## src/rtl/pc_fetch_gen_pkg.sv

```systemverilog
// Shared types and constants for the IF-stage fetch-PC generator.
package pc_fetch_gen_pkg;

  localparam int unsigned DEFAULT_FETCH_WIDTH = 4;
  localparam logic [31:0] DEFAULT_RESET_PC    = 32'hbfc0_0000;
  localparam int unsigned INSN_BYTES          = 4;

  // NORMAL: regular fetch; DS_PEND: next group carries only a spilled delay slot
  typedef enum logic [0:0] {
    ST_NORMAL  = 1'b0,
    ST_DS_PEND = 1'b1
  } fetch_state_e;

  // Byte distance between consecutive fetch groups
  function automatic logic [31:0] group_stride(input int unsigned fetch_width);
    return 32'(INSN_BYTES * fetch_width);
  endfunction

endpackage

```

## src/rtl/pc_fetch_gen_slot_expander.sv

```systemverilog
// Combinational expander: fetch PC -> per-slot PCs plus start-offset mask.
module pc_fetch_gen_slot_expander
  import pc_fetch_gen_pkg::*;
#(
  parameter int unsigned FETCH_WIDTH = DEFAULT_FETCH_WIDTH
) (
  input  logic [31:0]               pc,
  output logic [32*FETCH_WIDTH-1:0] pc_group,
  output logic [FETCH_WIDTH-1:0]    start_mask
);

  localparam int unsigned SLOT_W = $clog2(FETCH_WIDTH);

  logic [SLOT_W-1:0] start;

  assign start = pc[SLOT_W+1:2];

  // Replace the slot-index bits with each slot number; low two bits pass through
  always_comb begin
    pc_group   = '0;
    start_mask = '0;
    for (int i = 0; i < FETCH_WIDTH; i++) begin
      pc_group[32*i +: 32] = {pc[31:SLOT_W+2], SLOT_W'(i), pc[1:0]};
      start_mask[i]        = (SLOT_W'(i) >= start);
    end
  end

endmodule

```

## src/rtl/pc_fetch_gen.sv

```systemverilog
// Fetch-PC register with slot expansion, flush/BTB redirects and spilled delay-slot handling.
module pc_fetch_gen
  import pc_fetch_gen_pkg::*;
#(
  parameter int unsigned  FETCH_WIDTH = DEFAULT_FETCH_WIDTH,
  parameter logic [31:0]  RESET_PC    = DEFAULT_RESET_PC,
  localparam int unsigned SLOT_W      = $clog2(FETCH_WIDTH)
) (
  input  logic                      clk,
  input  logic                      rst,
  input  logic                      flush_i,
  input  logic [31:0]               flush_target_i,
  input  logic                      out_ready_i,
  input  logic                      bp_taken_i,
  input  logic [SLOT_W-1:0]         bp_slot_i,
  input  logic [31:0]               bp_target_i,
  output logic                      out_valid_o,
  output logic [32*FETCH_WIDTH-1:0] pc_group_o,
  output logic [FETCH_WIDTH-1:0]    slot_valid_o,
  output logic                      delay_slot_o
);

  fetch_state_e            state_q, state_nxt;
  logic [31:0]             pc_q, pc_nxt;
  logic [31:0]             saved_q, saved_nxt;
  logic                    valid_q;
  logic                    fire;
  logic [31:0]             base_pc;
  logic [31:0]             seq_pc;
  logic                    bp_last_slot;
  logic [SLOT_W:0]         bp_limit;
  logic [FETCH_WIDTH-1:0]  start_mask;
  logic [FETCH_WIDTH-1:0]  bp_mask;

  pc_fetch_gen_slot_expander #(
    .FETCH_WIDTH (FETCH_WIDTH)
  ) u_expander (
    .pc         (pc_q),
    .pc_group   (pc_group_o),
    .start_mask (start_mask)
  );

  assign fire         = valid_q & out_ready_i & ~flush_i;
  assign base_pc      = {pc_q[31:SLOT_W+2], {(SLOT_W+2){1'b0}}};
  assign seq_pc       = base_pc + group_stride(FETCH_WIDTH);
  assign bp_last_slot = (bp_slot_i == SLOT_W'(FETCH_WIDTH - 1));
  // Widened by one bit so the slot after the last one does not wrap to 0
  assign bp_limit     = {1'b0, bp_slot_i} + (SLOT_W+1)'(1);

  assign out_valid_o  = valid_q;
  assign delay_slot_o = (state_q == ST_DS_PEND);

  // Keep slots up to and including the delay slot after a predicted-taken branch
  always_comb begin
    bp_mask = '0;
    for (int i = 0; i < FETCH_WIDTH; i++) begin
      bp_mask[i] = ~bp_taken_i | ((SLOT_W+1)'(i) <= bp_limit);
    end
  end

  // Per-slot valid mask; a spilled delay-slot group exposes slot 0 only
  always_comb begin
    slot_valid_o = '0;
    if (valid_q) begin
      case (state_q)
        ST_NORMAL:  slot_valid_o = start_mask & bp_mask;
        ST_DS_PEND: slot_valid_o = FETCH_WIDTH'(1);
        default:    slot_valid_o = '0;
      endcase
    end else begin
      slot_valid_o = '0;
    end
  end

  // Next-PC priority: flush > delay-slot advance > BTB redirect > sequential
  always_comb begin
    pc_nxt    = pc_q;
    saved_nxt = saved_q;
    state_nxt = state_q;
    if (flush_i) begin
      pc_nxt    = flush_target_i;
      state_nxt = ST_NORMAL;
    end else if (fire) begin
      case (state_q)
        ST_DS_PEND: begin
          pc_nxt    = saved_q;
          state_nxt = ST_NORMAL;
        end
        ST_NORMAL: begin
          if (bp_taken_i && bp_last_slot) begin
            pc_nxt    = seq_pc;
            saved_nxt = bp_target_i;
            state_nxt = ST_DS_PEND;
          end else if (bp_taken_i) begin
            pc_nxt = bp_target_i;
          end else begin
            pc_nxt = seq_pc;
          end
        end
        default: begin
          pc_nxt    = seq_pc;
          state_nxt = ST_NORMAL;
        end
      endcase
    end else begin
      pc_nxt = pc_q;
    end
  end

  // State registers; reset wins over flush, flush leaves one bubble
  always_ff @(posedge clk) begin
    if (rst) begin
      pc_q    <= RESET_PC;
      saved_q <= 32'h0000_0000;
      state_q <= ST_NORMAL;
      valid_q <= 1'b0;
    end else begin
      pc_q    <= pc_nxt;
      saved_q <= saved_nxt;
      state_q <= state_nxt;
      valid_q <= ~flush_i;
    end
  end

endmodule

```

## config.mk

```make
export PLATFORM = sky130hd
export DESIGN_NAME = pc_fetch_gen
export DESIGN_NICKNAME = d
export VERILOG_FILES = /design/src/rtl/pc_fetch_gen_pkg.sv /design/src/rtl/pc_fetch_gen_slot_expander.sv /design/src/rtl/pc_fetch_gen.sv
export SDC_FILE = /design/constraint.sdc
export NUM_CORES = 1
export LEC_CHECK = 0
export BUFFER_PORTS_ARGS = -buffer_cell sky130_fd_sc_hd__buf_2
export CAP_MARGIN = 10
export CORE_MARGIN = 1
export CORE_UTILIZATION = 44
export DETAILED_ROUTE_END_ITERATION = 16
export GPL_ROUTABILITY_DRIVEN = 1
export PLACE_DENSITY = 0.89
export SKIP_LAST_GASP = 1
export SYNTH_ARGS = -nofsm -noshare
export SYNTH_HDL_FRONTEND = slang
export SYNTH_HIERARCHICAL = 1
export SYNTH_SLANG_ARGS = --single-unit
export TNS_END_PERCENT = 20
```

## constraint.sdc

```tcl
create_clock -name clk -period 2.3 [get_ports clk]
set_input_delay 0 -clock clk [delete_from_list [all_inputs] [get_ports clk]]
set_output_delay 0 -clock clk [all_outputs]
set_load 0.05 [all_outputs]
```

==> metrics.txt <==
Post-synth EDFFs=0; crit share post-route=0.904; routed wire length=15.2 mm; Pre-Repair DR Iteration Count=7; crit path launch type=flip-flop; clock slew at reported path FFs=80 ps; clk_skew=14.1 ps; Yosys cell types=67; crit path max fanout=15; dpl hpwl=10.4 mm; pin count of the biggest net entering global routing=35; IO Port Bufs=196; final hold violation count=0; Synth area leader=dfxtp_1; post-route cell area=between 0.005 and 0.006 mm^2; Finish-stage setup viols=0; slowest CP cell=or4_4; f_max=0.481 GHz; CTS buffer count=9; H-tree Lvls=3; Post-CTS Setup Bufs=0; max_slew headroom=0.502; area occupied by multi-input gates=roughly 0.0023 mm^2; num rows=37; Post-Syn Area per Cell=7.25 um^2; Initial Utilization=0.459; post-layout util=0.551; Sequential cell area=0.00132 mm^2; Yosys reg bits=66; dominant cells by area after synthesis=dfxtp_1, buf_4, nand2_1; routed len/inst=roughly 16 um; Netlist Area Pre-Place=0.00478 mm^2; clk root buf=clkbuf_8; Hold WC Path Type=input port to flip-flop; number of nets in the layout=858; Top Ports=205; Placed Instance Area=0.00507 mm^2; CP cell instances=nand4_1, or4_4, o31a_1, o21ai_1, a32oi_1; antenna violations before repair=0; fin crit period=between 2000 and 2500 ps; Final Power=3.49 mW; number of fillers in the final layout=983; clock tree buffer depth=2; vias in the first global route=4830; core area=0.0104 mm^2; clk sinks=66; delay of the slowest cell on the worst path=670 ps; antenna-violating nets left=0; Pwr per Cell Area=between 600 and 700 mW/mm^2; CTS tree=yes; Die W=106 um; leak pwr=2.52 nW; post-synthesis cell count=~660; Via density=5.68; Final GP Congestion=0.930; synth warn=6; register area share after synthesis=0.277; # DRC=0; layout cells sized above 1=0.325; GR Overflow Total=0; CP Capture Type=flip-flop; Die Y=106 um; Critical Path RT=2520 ps; VDD IR-drop max=~360 uV; DR vias=roughly 5300; crit path kind=flip-flop to flip-flop; Synth async-reset ratio=0; synthesis-to-layout area growth=20.1%; outcome=complete, no violations; DR iter-0 viols=484; Most used DFF post-synth=dfxtp_1; CP arrival=2300 ps; max-slew violation count=0; Slew @ Worst Pin=744 ps; gr usage total=0.266; Clk Latency, worst-skew pair=350 ps; die area=0.0113 mm^2; first-pass GRT wire length=around 24 mm; # Max-Cap Violations=0; share of the synthesized area in the top cell type=0.277; RSZ-0062 raised after global routing=false; setup TNS=0 ps; n_diodes=0
-- per-stage QoR --
step	cells	hold slack (ps)	setup slack, ps
after detailed placement	862	259	68.7
final	927	10.8	221
after global placement	862	251	129
after floorplan	666	97.7	200
after CTS	926	0.828	48.0
after global routing	927	21.6	10.9
-- path summary, 6_finish.rpt --
path                            from     endpoint  slack [ps]  cells past startpoint
hold reg to reg          saved_q[10]  saved_q[10]         450                      2
setup reg to reg            pc_q[13]     pc_q[22]         220                      5
setup / recovery            pc_q[13]     pc_q[22]         220                      5
hold / removal    flush_target_i[28]     pc_q[28]          10                      4
-- kinds of logic (layout without fill, tap and decap cells) --
| logic type | Yosys count | in the layout | share of synthesized area |
|---|---|---|---|
| XOR/XNOR | 7 | 7 | 0.0128 |
| flip-flops | 66 | 66 | 0.277 |
| buffers and inverters | 179 | 304 | 0.246 |
| AO/OA/AOI/OAI | 178 | 178 | 0.236 |
| AND/OR/NAND/NOR | 225 | 225 | 0.222 |
| other | 2 | 9 | 0.00157 |
| multiplexers | 1 | 1 | 0.00210 |
| adder cells (fa/ha/maj) | 1 | 1 | 0.00262 |
-- cells in the final DEF (no fill, tap or decap), types with 4 or more instances in the layout --
cell type | netlist | layout
a2111oi_0 | 4 | 4
a211oi_1 | 9 | 9
a21oi_1 | 61 | 61
a221o_1 | 4 | 4
a221oi_1 | 5 | 5
a22oi_1 | 6 | 6
and3_1 | 6 | 6
buf_2 | 2 | 196
buf_4 | 129 | 34
clkbuf_8 | 0 | 10
conb_1 | 2 | 9
dfxtp_1 | 66 | 65
dlygate4sd3_1 | 0 | 49
inv_1 | 9 | 9
nand2_1 | 108 | 108
nand2b_1 | 5 | 5
nand3_1 | 10 | 10
nand4_1 | 6 | 6
nor2_1 | 37 | 37
nor3_1 | 21 | 21
nor4_1 | 7 | 7
o21a_1 | 4 | 4
o21ai_0 | 37 | 37
o21ai_1 | 6 | 6
o221ai_1 | 6 | 6
o22ai_1 | 4 | 4
xnor2_1 | 4 | 4
-- power by group --
| group | switching (mW) | internal [mW] | leakage [nW] |
|---|---|---|---|
| Sequential | 0.0653 | 1.19 | 0.540 |
| Combinational | 0.973 | 0.352 | 1.89 |
| Clock | 0.496 | 0.416 | 0.0851 |
-- what timing repair did --
action	4_1_cts	5_1_grt
resized for setup	0	1
hold endpoints to repair	50	1
hold buffers	48	1
setup endpoints to repair	0	3
-- cells in the mapped netlist (all sizes together), types with 3 or more instances --
library cell / number
a2111oi: 4
a211oi: 9
a21oi: 61
a221o: 4
a221oi: 5
a22oi: 6
a31oi: 3
and2: 3
and3: 6
and4: 3
buf: 135
clkbuf: 35
dfxtp: 66
inv: 9
nand2: 108
nand2b: 5
nand3: 11
nand4: 6
nor2: 37
nor3: 22
nor3b: 3
nor4: 9
o211ai: 3
o21a: 4
o21ai: 43
o221ai: 6
o22ai: 4
o31ai: 4
or4: 4
xnor2: 4
xor2: 3
-- state kept, by name, indices dropped and copies added, names as in the netlist --
register,cells
pc_q,32
saved_q,32
out_valid_o,1
delay_slot_o,1
-- area by class of cell --
cell class                      instances  area share
Clock buffer                           11      0.0247
Multi-Input combinational cell        421       0.403
Inverter                                9     0.00589
Timing Repair Buffer                  279       0.301
Tap cell                              136      0.0297
Sequential cell                        66       0.231
Clock inverter                          5     0.00524
-- metal layers --
metal / track usage / vias up / wire (um)
li1: - / 2427 / -
met1: 0.319 / 2393 / 6010
met2: 0.426 / 364 / 6930
met3: 0.0540 / 77 / 1570
met4: 0.187 / 0 / 726
met5: 0 / - / 0
-- worst max-delay path: cells and delay by family (launching register included) --
family	cells	cell delay [ps]
AOI/OAI and AO/OA	3	570
DFF	1	460
and+or+nand+nor	2	920
(Power assumes the default switching activity.)
